==> src/rtl/pll_sup_pkg.sv <==
// Shared types and constants for the PLL lock supervisor.
//   state_e  : supervisor FSM states
//   RETRY_W  : width of the retry_count port
//   LOSS_SAT : saturation value of lock_loss_count
//   cw()     : counter width helper, never returns less than 1
package pll_sup_pkg;

  typedef enum logic [2:0] {
    HOLD,
    WAIT_LOCK,
    STABLE,
    RUN,
    FAIL
  } state_e;

  localparam int         RETRY_W  = 4;
  localparam logic [7:0] LOSS_SAT = 8'd255;

  // A bound of 1 still needs a 1-bit counter.
  function automatic int cw(input int n);
    return (n > 1) ? $clog2(n) : 1;
  endfunction

endpackage

==> src/rtl/pll_lock_supervisor_sync.sv <==
// Single-bit multi-flop synchronizer with asynchronous reset to 0.
//   i_clk  : destination clock
//   i_rst  : async active-high reset
//   i_d    : asynchronous input
//   o_q    : synchronized output (last stage)
module pll_sup_sync #(
  parameter int STAGES = 2
) (
  input  logic i_clk,
  input  logic i_rst,
  input  logic i_d,
  output logic o_q
);

  logic [STAGES-1:0] r_sync;

  always_ff @(posedge i_clk or posedge i_rst) begin
    if (i_rst) r_sync <= '0;
    else       r_sync <= {r_sync[STAGES-2:0], i_d};
  end

  assign o_q = r_sync[STAGES-1];

endmodule

==> src/rtl/pll_lock_supervisor.sv <==
// PLL lock supervisor: drives the PLL reset, qualifies its locked output and
// produces a system reset released only after lock has been stable.
//   refclk          : reference clock, all logic on rising edge
//   rst             : async active-high reset
//   pll_locked      : raw PLL locked (async, may glitch)
//   relock_req      : one-cycle pulse, restarts the reset/lock sequence
//   pll_rst         : PLL reset output
//   sys_reset       : system reset request (low only in RUN)
//   ready           : high in RUN
//   pll_fail        : high in FAIL
//   retry_count     : retries used in the current acquisition
//   lock_loss_count : lock losses seen in RUN, saturating
module pll_lock_supervisor
  import pll_sup_pkg::*;
#(
  parameter int RST_HOLD_CYCLES = 16,
  parameter int LOCK_TIMEOUT    = 262144,
  parameter int STABLE_CYCLES   = 4096,
  parameter int MAX_RETRIES     = 7,
  parameter int SYNC_STAGES     = 2
) (
  input  logic               refclk,
  input  logic               rst,
  input  logic               pll_locked,
  input  logic               relock_req,
  output logic               pll_rst,
  output logic               sys_reset,
  output logic               ready,
  output logic               pll_fail,
  output logic [RETRY_W-1:0] retry_count,
  output logic [7:0]         lock_loss_count
);

  localparam int HW = cw(RST_HOLD_CYCLES);
  localparam int AW = cw(LOCK_TIMEOUT);
  localparam int SW = cw(STABLE_CYCLES);

  localparam logic [HW-1:0]      HOLD_LAST = HW'(RST_HOLD_CYCLES - 1);
  localparam logic [AW-1:0]      ACQ_LAST  = AW'(LOCK_TIMEOUT - 1);
  localparam logic [SW-1:0]      STAB_LAST = SW'(STABLE_CYCLES - 1);
  localparam logic [RETRY_W-1:0] RETRY_MAX = RETRY_W'(MAX_RETRIES);

  state_e              r_state, w_state_nxt;
  logic [HW-1:0]       r_hold_cnt, w_hold_nxt;
  logic [AW-1:0]       r_acq_cnt, w_acq_nxt;
  logic [SW-1:0]       r_stab_cnt, w_stab_nxt;
  logic [RETRY_W-1:0]  w_retry_nxt;
  logic [7:0]          w_loss_nxt;
  logic                w_locked_s;
  logic                w_timeout;

  pll_sup_sync #(.STAGES(SYNC_STAGES)) u_sync (
    .i_clk (refclk),
    .i_rst (rst),
    .i_d   (pll_locked),
    .o_q   (w_locked_s)
  );

  assign w_timeout = (r_acq_cnt == ACQ_LAST);

  always_comb begin
    w_state_nxt = r_state;
    w_hold_nxt  = r_hold_cnt;
    w_acq_nxt   = r_acq_cnt;
    w_stab_nxt  = r_stab_cnt;
    w_retry_nxt = retry_count;
    w_loss_nxt  = lock_loss_count;

    if (relock_req) begin
      // Beats every other transition, including entering RUN.
      w_state_nxt = HOLD;
      w_hold_nxt  = '0;
      w_retry_nxt = '0;
    end else begin
      case (r_state)
        HOLD: begin
          if (r_hold_cnt == HOLD_LAST) begin
            w_state_nxt = WAIT_LOCK;
            w_acq_nxt   = '0;
          end else begin
            w_hold_nxt = r_hold_cnt + 1'b1;
          end
        end
        WAIT_LOCK, STABLE: begin
          // acq_cnt stops at its last value so it never wraps.
          if (!w_timeout) w_acq_nxt = r_acq_cnt + 1'b1;
          if (r_state == STABLE && w_locked_s && r_stab_cnt == STAB_LAST) begin
            w_state_nxt = RUN;
          end else if (w_timeout) begin
            if (retry_count == RETRY_MAX) begin
              w_state_nxt = FAIL;
            end else begin
              w_state_nxt = HOLD;
              w_hold_nxt  = '0;
              w_retry_nxt = retry_count + 1'b1;
            end
          end else if (w_locked_s) begin
            w_state_nxt = STABLE;
            w_stab_nxt  = (r_state == STABLE) ? r_stab_cnt + 1'b1 : '0;
          end else begin
            // Lock dropped while qualifying: acq_cnt keeps running so
            // persistent chatter still ends in a timeout.
            w_state_nxt = WAIT_LOCK;
            w_stab_nxt  = '0;
          end
        end
        RUN: begin
          if (!w_locked_s) begin
            w_state_nxt = HOLD;
            w_hold_nxt  = '0;
            w_retry_nxt = '0;
            w_loss_nxt  = (lock_loss_count == LOSS_SAT) ? LOSS_SAT
                                                       : lock_loss_count + 8'd1;
          end
        end
        FAIL: ;
        default: begin
          w_state_nxt = HOLD;
          w_hold_nxt  = '0;
        end
      endcase
    end
  end

  // Outputs are registered from the next state so they change on the same
  // edge as the transition.
  always_ff @(posedge refclk or posedge rst) begin
    if (rst) begin
      r_state         <= HOLD;
      r_hold_cnt      <= '0;
      r_acq_cnt       <= '0;
      r_stab_cnt      <= '0;
      retry_count     <= '0;
      lock_loss_count <= '0;
      pll_rst         <= 1'b1;
      sys_reset       <= 1'b1;
      ready           <= 1'b0;
      pll_fail        <= 1'b0;
    end else begin
      r_state         <= w_state_nxt;
      r_hold_cnt      <= w_hold_nxt;
      r_acq_cnt       <= w_acq_nxt;
      r_stab_cnt      <= w_stab_nxt;
      retry_count     <= w_retry_nxt;
      lock_loss_count <= w_loss_nxt;
      pll_rst         <= (w_state_nxt == HOLD) || (w_state_nxt == FAIL);
      sys_reset       <= (w_state_nxt != RUN);
      ready           <= (w_state_nxt == RUN);
      pll_fail        <= (w_state_nxt == FAIL);
    end
  end

endmodule
==> config.mk <==
export PLATFORM = sky130hd
export DESIGN_NAME = pll_lock_supervisor
export DESIGN_NICKNAME = d
export VERILOG_FILES = /design/src/rtl/pll_sup_pkg.sv /design/src/rtl/pll_lock_supervisor_sync.sv /design/src/rtl/pll_lock_supervisor.sv
export SDC_FILE = /design/constraint.sdc
export NUM_CORES = 1
export LEC_CHECK = 0
export BUFFER_PORTS_ARGS = -buffer_cell sky130_fd_sc_hd__buf_2
export CORE_AREA = 2 2 96 98
export CTS_BUF_LIST = sky130_fd_sc_hd__clkbuf_8 sky130_fd_sc_hd__clkbuf_16
export DETAILED_ROUTE_END_ITERATION = 6
export DIE_AREA = 0 0 98 100
export PLACE_DENSITY = 0.55
export REMOVE_ABC_BUFFERS = 1
export SLEW_MARGIN = 20
export SYNTH_ARGS = -nofsm -noshare
export SYNTH_HDL_FRONTEND = slang
export SYNTH_SLANG_ARGS = --single-unit
==> constraint.sdc <==
create_clock -name refclk -period 2.63 [get_ports refclk]
set_input_delay 0.263 -clock refclk [delete_from_list [all_inputs] [get_ports refclk]]
set_output_delay 0.263 -clock refclk [all_outputs]
set_load 0.02 [all_outputs]
==> out/metrics.yaml <==
status: "complete, no violations"
fmax_mhz: 420.9
track_usage_pct: 14.49
synth-async-reset-ratio_pct: 100.0
critical_path.top_delay_family: "simple AND/OR/NAND/NOR gates"
comb_power_share_pct: 2.7
clk_pin_slew_ns: 0.10
drive_gt1_share_pct: 14.05
synth_area_mm2: 0.003092
max_slew_margin_pct: 52.54
clock_latency_ns: 0.32
viasPerCell: 5.460
overflow: 0
drv_slew: 0
crit_chain: "ha_1 > nand2_1 > or3_1 > o31a_1 > nor4b_4 > mux2_1"
antenna_found_initial: 0
synth-seq-area-share_pct: 44.60
timing.setup.tns_ns: 0
avgRoutedWirePerCell_um: 14.32
crit_path_max_fanout: 9
critPathCaptureType: "flop"
whs_path_depth: 1
grt_max_degree: 56
peakVddDrop_mv: 0.1711
max_stage_delay_ns: 0.49
dp_hpwl_um: 4852
syn_area_per_cell_um2: 9.120
syn_inst: 339
root_buffer: "clkbuf_8"
internal_power_mw: 1.050
p_clk_share_pct: 35.3
p_leak_nw: 1.521
critical-path-slowest-cell: "or3_1"
yosysWarningCount: 0
worstPathArrival_ns: 2.58
start_kind: "flop"
post_cts_buffers: 0
fin_nets: 371
n_antenna_cell: 0
cp_num_cells: 6
numCtsBuffers: 5
grt_pass1_wl_um: 11800
fin_cells: 474
ctsResizeCount: 0
ys_types: 54
power_frac_seq_pct: 62.1
ios: 20
portBuffers: 19
clock-sinks: 55
drtIter0Drc: 141
worstSetupPathType: "reg2reg"
rsz0062_at_grt: "false"
critPathRequiredTime_ns: 2.83
setup_violations: 0
ctsHoldBuffers: 0
die_h_um: 100
drc_errors: 0
p_sw_mw: 0.3289
die_area_mm2: 0.009800
clockBufferDepth: 2
htreeDepth: 2
fin_skew_ns: 0.009258
rows: 35
gp_congestion: 0.7991
cts_tree: "yes"
cap_violations: 0
die_w_um: 98
start_util_pct: 34.78
areaGrowthSynthToFinish_pct: 11.33
synthFlopType: "dfrtp_1"
worstHoldPathType: "in2reg"
routed_wl_um: 6790
ant_nets: 0
synth_enable_flop_cells: 0
finalCriticalPeriod_ns: 2.376
dr.pass1.iters: 4
fin_crit_sh_pct: 90.34
power.density_mw_per_mm2: 400.6
worst_pin_slew_ns: 0.7119
core_area_mm2: 0.008890
dpl.cell_count: 466
hold_violations: 0
critical_path_buf_inv_count: 0
swShare_pct: 23.85
grt_pass1_vias: 2490
vias: 2588
rr_worst_depth: 6
ys_ff_latch: 55
[through the flow]
| step | setup WS [ns] | utilization [%] | hold WS, ns | instance area, um2 | power (mW) |
|---|---|---|---|---|---|
| 5_1_grt | 0.1365 | 38.72 | 0.02223 | 3442 | 1.443 |
| 2_1_floorplan | 0.4090 | - | 0.2944 | 3024 | 0.8947 |
| 3_5_place_dp | 0.2675 | 37.66 | 0.3418 | 3348 | 0.9114 |
| 3_3_place_gp | 0.3282 | 37.66 | 0.3374 | 3348 | 0.9108 |
| 4_1_cts | 0.2527 | 38.72 | 0.02877 | 3442 | 1.406 |
| 6_report | 0.2541 | 38.72 | 0.04054 | 3442 | 1.379 |
[routing by layer]
layer,global-route usage [%],wire (um),up-vias
li1,-,-,1310
met1,20.16,3458,1248
met2,23.29,3125,21
met3,2.298,114,9
met4,4.701,92,0
met5,0,0,-
[worst paths after layout]
check                            startpoint               end  slack, ns
setup / recovery               r_acq_cnt[0]    retry_count[0]       0.25
hold reg to reg            u_sync.r_sync[0]  u_sync.r_sync[1]       0.36
max in group asynchronous               rst     r_acq_cnt[16]       2.03
hold / removal                   pll_locked  u_sync.r_sync[0]       0.04
setup reg to reg               r_acq_cnt[0]    retry_count[0]       0.25
min in group asynchronous               rst      r_acq_cnt[8]       0.13
[worst register-to-register path: cells and delay by family, from the launching register on]
family / cells / cell delay, ns
compound gates: 1 / 0.43
flops: 1 / 0.41
simple gates: 3 / 0.88
fa+ha+maj: 1 / 0.19
mux: 1 / 0.35
[cell families (layout without fill, tap and decap cells)]
family	count (synthesis)	after routing	share of synthesized area, %
mux	9	9	2.995
compound gates	80	80	16.76
fa+ha+maj	6	6	2.347
buf+inv	24	48	3.277
xor+xnor	4	4	1.133
simple gates	161	161	28.90
flops	55	55	44.60
[flip-flops by register name, indices dropped and copies added (netlist names)]
signal	flops
pll_rst	1
r_state	3
r_acq_cnt	18
retry_count	4
u_sync.r_sync	2
ready	1
lock_loss_count	8
r_hold_cnt	4
sys_reset	1
r_stab_cnt	12
pll_fail	1
[layout make-up]
type	count	area, um2
fillers	895	5448
well taps	111	138.9
inverters	9	33.78
multi-input cells	260	1612
clock buffers	5	68.82
clock inverters	3	25.02
flip-flops and latches	55	1379
repair buffers	31	185.2
[cell usage in the layout, fill, tap and decap left out, drive strengths merged, types with 9 or more instances in the layout]
cell type,instances
or3,11
nand3,21
nand2b,9
dfrtp,53
a21oi,24
nand4,10
nand2,42
nor2,20
o21ai,19
inv,9
buf,31
[cell usage after synthesis, drive strengths merged (6+ instances only)]
library cell,number,area (um2)
inv,9,33.78
nor3,8,40.04
and2,6,37.54
nand2,42,157.7
and3,7,43.79
a21oi,24,120.1
or3,11,68.82
o21ai,19,95.09
clkbuf,9,33.78
nand3,21,105.1
o311ai,6,52.55
dfrtp,53,1326
nand4,10,68.81
mux2i,7,70.07
or4,8,60.06
o31ai,8,60.06
nand2b,9,56.30
nor2,20,75.07
buf,6,33.77
[power by group through the flow]
stage | registers [mW] | clock network, mW | logic, mW
floorplan | 0.871 | 0 | 0.0237
global placement | 0.872 | 0 | 0.0387
detailed placement | 0.872 | 0 | 0.0391
CTS | 0.856 | 0.511 | 0.0388
global route | 0.857 | 0.541 | 0.0447
finish | 0.856 | 0.486 | 0.0368
(Power assumes the default switching activity.)
